==> config.mk <==
export PLATFORM = sky130hd
export DESIGN_NAME = mult_div_unit
export DESIGN_NICKNAME = d
export VERILOG_FILES = /design/src/rtl/mult_div_unit.sv
export SDC_FILE = /design/constraint.sdc
export NUM_CORES = 1
export LEC_CHECK = 0
export BUFFER_PORTS_ARGS = -buffer_cell sky130_fd_sc_hd__buf_2
export CORE_MARGIN = 1.5
export CORE_UTILIZATION = 61
export CTS_CLUSTER_SIZE = 40
export DETAILED_ROUTE_END_ITERATION = 10
export PLACE_DENSITY_LB_ADDON = 0.3
export SLEW_MARGIN = 20
export SYNTH_ARGS = -nofsm -noshare
export SYNTH_HDL_FRONTEND = slang
export SYNTH_SLANG_ARGS = --single-unit
==> constraint.sdc <==
create_clock -name clk -period 4.2 [get_ports clk]
set_input_delay 0.42 -clock clk [delete_from_list [all_inputs] [get_ports clk]]
set_output_delay 0.42 -clock clk [all_outputs]
set_load 0.03 [all_outputs]
==> src/rtl/mult_div_unit.sv <==
// rtl/mult_div_unit.sv - iterative multiply/divide unit owning the HI/LO registers
module mult_div_unit #(
  parameter int WIDTH = 32,
  parameter int ITER  = 32
) (
  input  logic             clk,
  input  logic             reset,
  input  logic             start,
  input  logic [1:0]       op,
  input  logic [WIDTH-1:0] rs_data,
  input  logic [WIDTH-1:0] rt_data,
  input  logic             mthi,
  input  logic             mtlo,
  input  logic [WIDTH-1:0] wdata,
  output logic             busy,
  output logic             done,
  output logic [WIDTH-1:0] hi,
  output logic [WIDTH-1:0] lo
);

  localparam int CW = $clog2(ITER + 1);

  typedef enum logic [1:0] {IDLE, RUN, FIX} state_t;

  state_t             state, state_nxt;
  logic [CW-1:0]      cnt;
  logic               is_div_q, sign_a, sign_b;
  logic [WIDTH-1:0]   b_q, rs_q;
  logic [2*WIDTH-1:0] pair, pair_nxt;

  logic               is_signed, a_neg, b_neg;
  logic [WIDTH-1:0]   a_abs, b_abs;
  logic [WIDTH:0]     mul_sum, div_up;
  logic [WIDTH-1:0]   div_diff;
  logic               div_ge;
  logic [2*WIDTH-1:0] prod_fix;
  logic [WIDTH-1:0]   quo, rem, quo_fix, rem_fix;

  assign is_signed = ~op[0];
  assign a_neg     = is_signed & rs_data[WIDTH-1];
  assign b_neg     = is_signed & rt_data[WIDTH-1];
  assign a_abs     = a_neg ? -rs_data : rs_data;
  assign b_abs     = b_neg ? -rt_data : rt_data;

  // Multiply: add into the upper half, then shift the whole pair right.
  assign mul_sum  = {1'b0, pair[2*WIDTH-1:WIDTH]} + {1'b0, (pair[0] ? b_q : {WIDTH{1'b0}})};
  // Divide: remainder after the left shift needs one extra bit to compare.
  assign div_up   = pair[2*WIDTH-1:WIDTH-1];
  assign div_ge   = div_up >= {1'b0, b_q};
  assign div_diff = div_up[WIDTH-1:0] - b_q;

  always_comb begin
    pair_nxt = pair;
    if (is_div_q) begin
      if (div_ge) pair_nxt = {div_diff, pair[WIDTH-2:0], 1'b1};
      else        pair_nxt = {pair[2*WIDTH-2:0], 1'b0};
    end else begin
      pair_nxt = {mul_sum, pair[WIDTH-1:1]};
    end
  end

  assign prod_fix = (sign_a ^ sign_b) ? -pair : pair;
  assign quo      = pair[WIDTH-1:0];
  assign rem      = pair[2*WIDTH-1:WIDTH];
  assign quo_fix  = (sign_a ^ sign_b) ? -quo : quo;
  assign rem_fix  = sign_a ? -rem : rem;

  always_ff @(posedge clk) begin
    if (reset) state <= IDLE;
    else       state <= state_nxt;
  end

  always_comb begin
    state_nxt = state;
    case (state)
      IDLE:    if (start) state_nxt = RUN;
      RUN:     if (cnt == CW'(ITER - 1)) state_nxt = FIX;
      FIX:     state_nxt = IDLE;
      default: state_nxt = IDLE;
    endcase
  end

  assign busy = (state != IDLE);

  always_ff @(posedge clk) begin
    if (reset) begin
      cnt      <= '0;
      hi       <= '0;
      lo       <= '0;
      done     <= 1'b0;
      is_div_q <= 1'b0;
      sign_a   <= 1'b0;
      sign_b   <= 1'b0;
      b_q      <= '0;
      rs_q     <= '0;
      pair     <= '0;
    end else begin
      done <= 1'b0;
      case (state)
        IDLE: begin
          if (start) begin
            cnt      <= '0;
            is_div_q <= op[1];
            sign_a   <= a_neg;
            sign_b   <= b_neg;
            b_q      <= b_abs;
            rs_q     <= rs_data;
            pair     <= {{WIDTH{1'b0}}, a_abs};
          end else begin
            if (mthi) hi <= wdata;
            if (mtlo) lo <= wdata;
          end
        end
        RUN: begin
          pair <= pair_nxt;
          cnt  <= (cnt == CW'(ITER - 1)) ? '0 : cnt + CW'(1);
        end
        FIX: begin
          done <= 1'b1;
          if (!is_div_q) begin
            {hi, lo} <= prod_fix;
          end else if (b_q == '0) begin
            hi <= rs_q;
            lo <= {WIDTH{1'b1}};
          end else begin
            hi <= rem_fix;
            lo <= quo_fix;
          end
        end
        default: ;
      endcase
    end
  end

endmodule

; Yosys cells after proc, flatten, opt, wreduce, memory -nomap -nowiden
; Cells that the tools add are included.
[word_totals]
ff_bits = 204
input_bits = 103
word_cells = 69
[op_classes]
addsub = 8
n_lt_le_gt_ge = 1
n_eq_ne = 8
n_mux = 27
bitwise = 4
n_reduce_logical = 10
[op_table]
columns = operator, count
row1 = $mux W32, 13
row2 = $mux W64, 4
row3 = $neg A32 Y32, 4
row4 = $pmux W32 S2, 2
row5 = $pmux W64 S2, 1
row6 = $neg A64 Y64, 1
row7 = $add A32 B32 Y33, 1
row8 = $ge A33 B32 Y1, 1
row9 = $logic_not A32 Y1, 1
row10 = $sub A32 B32 Y32, 1
row11 = $mux W6, 2
row12 = $pmux W6 S2, 1
row13 = $ne A2 B2 Y1 const B, 5
row14 = $add A6 B1 Y6 const B, 1
row15 = $eq A6 B5 Y1 const B, 1
row16 = $reduce_and A2 Y1, 3
row17 = $reduce_and A3 Y1, 2
row18 = $reduce_bool A2 Y1, 3
row19 = $mux W2, 2
row20 = $pmux W2 S2, 1
row21 = $and A1 B1 Y1, 2
row22 = $eq A2 B1 Y1 const B, 1
row23 = $eq A2 B2 Y1 const B, 1
row24 = $logic_not A2 Y1, 1
row25 = other kinds (3), 3

; Logic depth before layout (Yosys ltp)
[depth]
word_depth = 5
ltp_mapped = 14

; Worst setup path before layout
; No wires, ideal clock.
[synth_timing]
kind = register -> register
startpoint = reg pair[0]
endpoint = reg pair[58]
setup_time_ns = 0.136
arrival_time_ns = 2.863
path_slack_ns = 1.202
stages_incl_launch_ff = 15
n_path_buf = 2
period_less_slack_ns = 2.998
cell_sequence = dfxtp_1 > clkbuf_1 > inv_1 > clkbuf_1 > nor2_1 > ha_1 > a211oi_1 > o211ai_1 > o21a_1 > a221o_1 > or2_2 > a21o_1 > a21oi_1 > xor2_1 > o221ai_1
[synth_via]
elab_chain_cells = 4
[synth_rtl]
columns = element, line_no
row1 = "start, declared", 29  ; logic [2*WIDTH-1:0] pair, pair_nxt;
row2 = "start signal, assigned", 108  ; pair <= {{WIDTH{1'b0}}, a_abs};
row3 = "start signal, assigned", 115  ; pair <= pair_nxt;
row4 = $mux W32, 46  ; assign mul_sum = {1'b0, pair[2*WIDTH-1:WIDTH]} + {1'b0, (pair[0] ? b_q : {WIDTH{1'b0}})};
row5 = $add A32 B32 Y33, 46
row6 = $mux W64, 54  ; if (is_div_q) begin
row7 = $pmux W64 S2, 99  ; case (state)
; No other way between the ends.
; A chain may end at the register's enable or synchronous reset.

; Final worst setup path
[layout_timing]
startpoint = reg pair[0]
endpoint = reg pair[61]
; The elaborated chain is that of the path after synthesis.

==> flow_summary.ini <==
[worst_setup_path]
worstPathMaxFanout = 17
cp.arrival_ns = 4.19
critical_path_class = flip-flop to flip-flop
end_kind = flip-flop
cp.required_ns = 4.66
worstSetupStartpointType = flip-flop

[power]
netSwitchingFraction = 0.344
combPwrFrac = 0.267
clock_power_share = 0.376
ir_worst_vdd_mv = 0.469
p_switching_mw = 2.15
leakage_nw = 7.44
p_per_area_nw_per_um2 = 348
seq_power_share = 0.358
internal-power_mw = 4.11

[clock_tree]
clock-root-buffer = clkbuf_16
cts.sinks = 204
cts_buffers = 24
cts_setup_buffers = 0
clk_pin_slew_worst_paths_ns = 0.06
hold_buffers = 0
clock_latency_ns = 0.54
htree_levels = 1
postCtsResizedCells = 0
cts_tree = done
clockBufferDepth = 3

[floorplan]
start_util = 0.619
dieHeight_um = 165
chipWidth_um = 165
rows = 59
die_area_um2 = 27300
pin_count = 169
core-area_um2 = 26000

[yosys]
ys_warn_count = 0
avgSynthCellArea_um2 = 7.28
yosysSeqAreaShare = 0.254
ys_top_cells_by_area = dfxtp_1 25%, a21oi_1 7.3%, nand2_1 5.9%
yosysTopAreaCell = dfxtp_1
synth_edf_count = 0
synth_cell_types = 80
synthCells = 2210
yosysMostFrequentCell = nand2_1
synth.cell_area_um2 = 16100
ys_async_sr_fraction = 0
synth_seq_cells = 204
synth_common_cells = 254 x nand2_1, 235 x a21oi_1, 228 x nor2_1, 204 x dfxtp_1, 161 x clkbuf_1
syn_nets = 2384
yosysTopAreaCellShare = 0.254
ys.flop_type = dfxtp_1

[timing]
setup_ws_ns = 0.477
hold_viol = 0
setup_tns_ns = 0
setup_viol = 0
min_period_ns = 3.72
finClkSkew_ns = 0.0153
rsz0062_at_grt = no
fmax_mhz = 269
drv_slew = 0
fin_crit_sh = 0.887
worstMarginPinSlew_ns = 1.04
slew_headroom = 0.304

[placed_design]
port_buffers = 168
dp_hpwl_um = 43500
place_congestion = 1.04
place_ws_ns = 0.628

[global_route]
grt_start_max_net_pins = 79
antenna_found_initial = 1
grt_usage = 0.414
grt_pass1_vias = 15604
grt_pass1_wl_um = 87500
grt.overflow.total = 0

[layout]
fillCellCount = 2217
syn2layout_area_growth_pct = 12.0
final_nets = 2453
layout-drive-gt1-share = 0.131

[routing]
vias = 17689
drtIter0Drc = 2501
drt-wirelength-per-cell_um = 22.3
firstDrtPassIters = 7
ant_nets = 0
drcViolationCount = 0
drt_wl_total_um = 58800
routed_via_density = 6.72

[job]
drv_cap = 0

[min_path]
min_path_type = primary input to flip-flop

[run_status]
status = complete, no violations
power by group through the flow:
stage	sequential (mW)	combinational (mW)	clock, mW
final	2.24	1.67	2.35
after global routing	2.25	1.79	2.42
after CTS	2.22	1.61	2.35
after detailed placement	2.27	1.60	0
after global placement	2.26	1.58	0
after floorplan	2.23	1.10	0
cell families (layout without fill, tap and decap cells):
logic type                 count (synthesis)  count (layout)  share of synthesized area
and+or+nand+nor                          746             746                      0.216
AOI/OAI and AO/OA                        721             721                      0.289
buffers and inverters                    239             326                     0.0572
DFF                                      204             204                      0.254
xor gates and xnor gates                 185             185                      0.101
adders and majority gates                 71              71                     0.0562
muxes                                     44              44                     0.0275
other                                      0               1                          0
layout by cell type (no fill, tap or decap), drive strengths merged, types with 19 or more instances in the layout:
master  count
nand2b     19
nand3      35
xor2      107
a31oi      19
and3       20
buf       221
o21ai     128
inv        61
a21oi     235
o31ai      24
dfxtp     204
clkbuf     34
nand2     254
nor3       52
o211ai     34
or3        25
nor4       24
o221ai     33
mux2i      42
a21o       27
xnor2      78
ha         69
nor2      228
a211oi    107
final cells by class:
| cell class | count | area, µm² | share of cell area |
|---|---|---|---|
| Timing Repair Buffer | 221 | 1250 | 0.0696 |
| Clock buffer | 34 | 699 | 0.0388 |
| Tap cell | 335 | 419 | 0.0233 |
| Antenna cell | 1 | 2.50 | 0.000139 |
| Inverter | 61 | 229 | 0.0127 |
| Clock inverter | 10 | 178 | 0.00987 |
| Sequential cell | 204 | 4090 | 0.227 |
| Multi-Input combinational cell | 1767 | 11100 | 0.619 |
metrics by stage:
stage	hold WS (ns)	std cells	utilization	area [µm²]	total power [mW]
2_1_floorplan	0.433	2210	-	16100	3.34
6_report	0.106	2633	0.693	18000	6.26
3_5_place_dp	0.440	2588	0.659	17100	3.87
3_3_place_gp	0.438	2588	0.659	17100	3.84
4_1_cts	0.102	2632	0.693	18000	6.19
5_1_grt	0.109	2632	0.693	18000	6.46
critical path, stage by stage, from the launching register on:
cell	delay, ns
dfxtp_1	0.55
inv_1	0.40
buf_4	0.32
nor2_1	0.18
ha_1	0.35
a21oi_1	0.24
o21bai_1	0.08
a21oi_1	0.34
o21ai_0	0.15
a21oi_1	0.14
a21oi_1	0.15
a31oi_1	0.26
mux2_2	0.36
o21ai_0	0.14
state kept, by name, indices dropped and copies added, names as in the netlist:
| name | flops |
|---|---|
| hi | 32 |
| sign_b | 1 |
| cnt | 6 |
| is_div_q | 1 |
| pair | 64 |
| sign_a | 1 |
| state | 2 |
| done | 1 |
| b_q | 32 |
| rs_q | 32 |
| lo | 32 |
routing by layer:
layer	up-vias	global-route usage	part of all wire
met5	-	0	0
li1	8153	-	-
met4	0	0.119	0.029
met3	166	0.115	0.13
met1	8244	0.585	0.42
met2	1126	0.611	0.42
worst paths after layout:
check,slack (ns),cells past startpoint,startpoint,end
setup / recovery,0.48,13,pair[0],pair[61]
hold / removal,0.11,3,op[1],is_div_q
setup reg to reg,0.48,13,pair[0],pair[61]
hold reg to reg,0.45,2,lo[2],lo[2]
No activity file was read; power rests on OpenSTA's default activity.
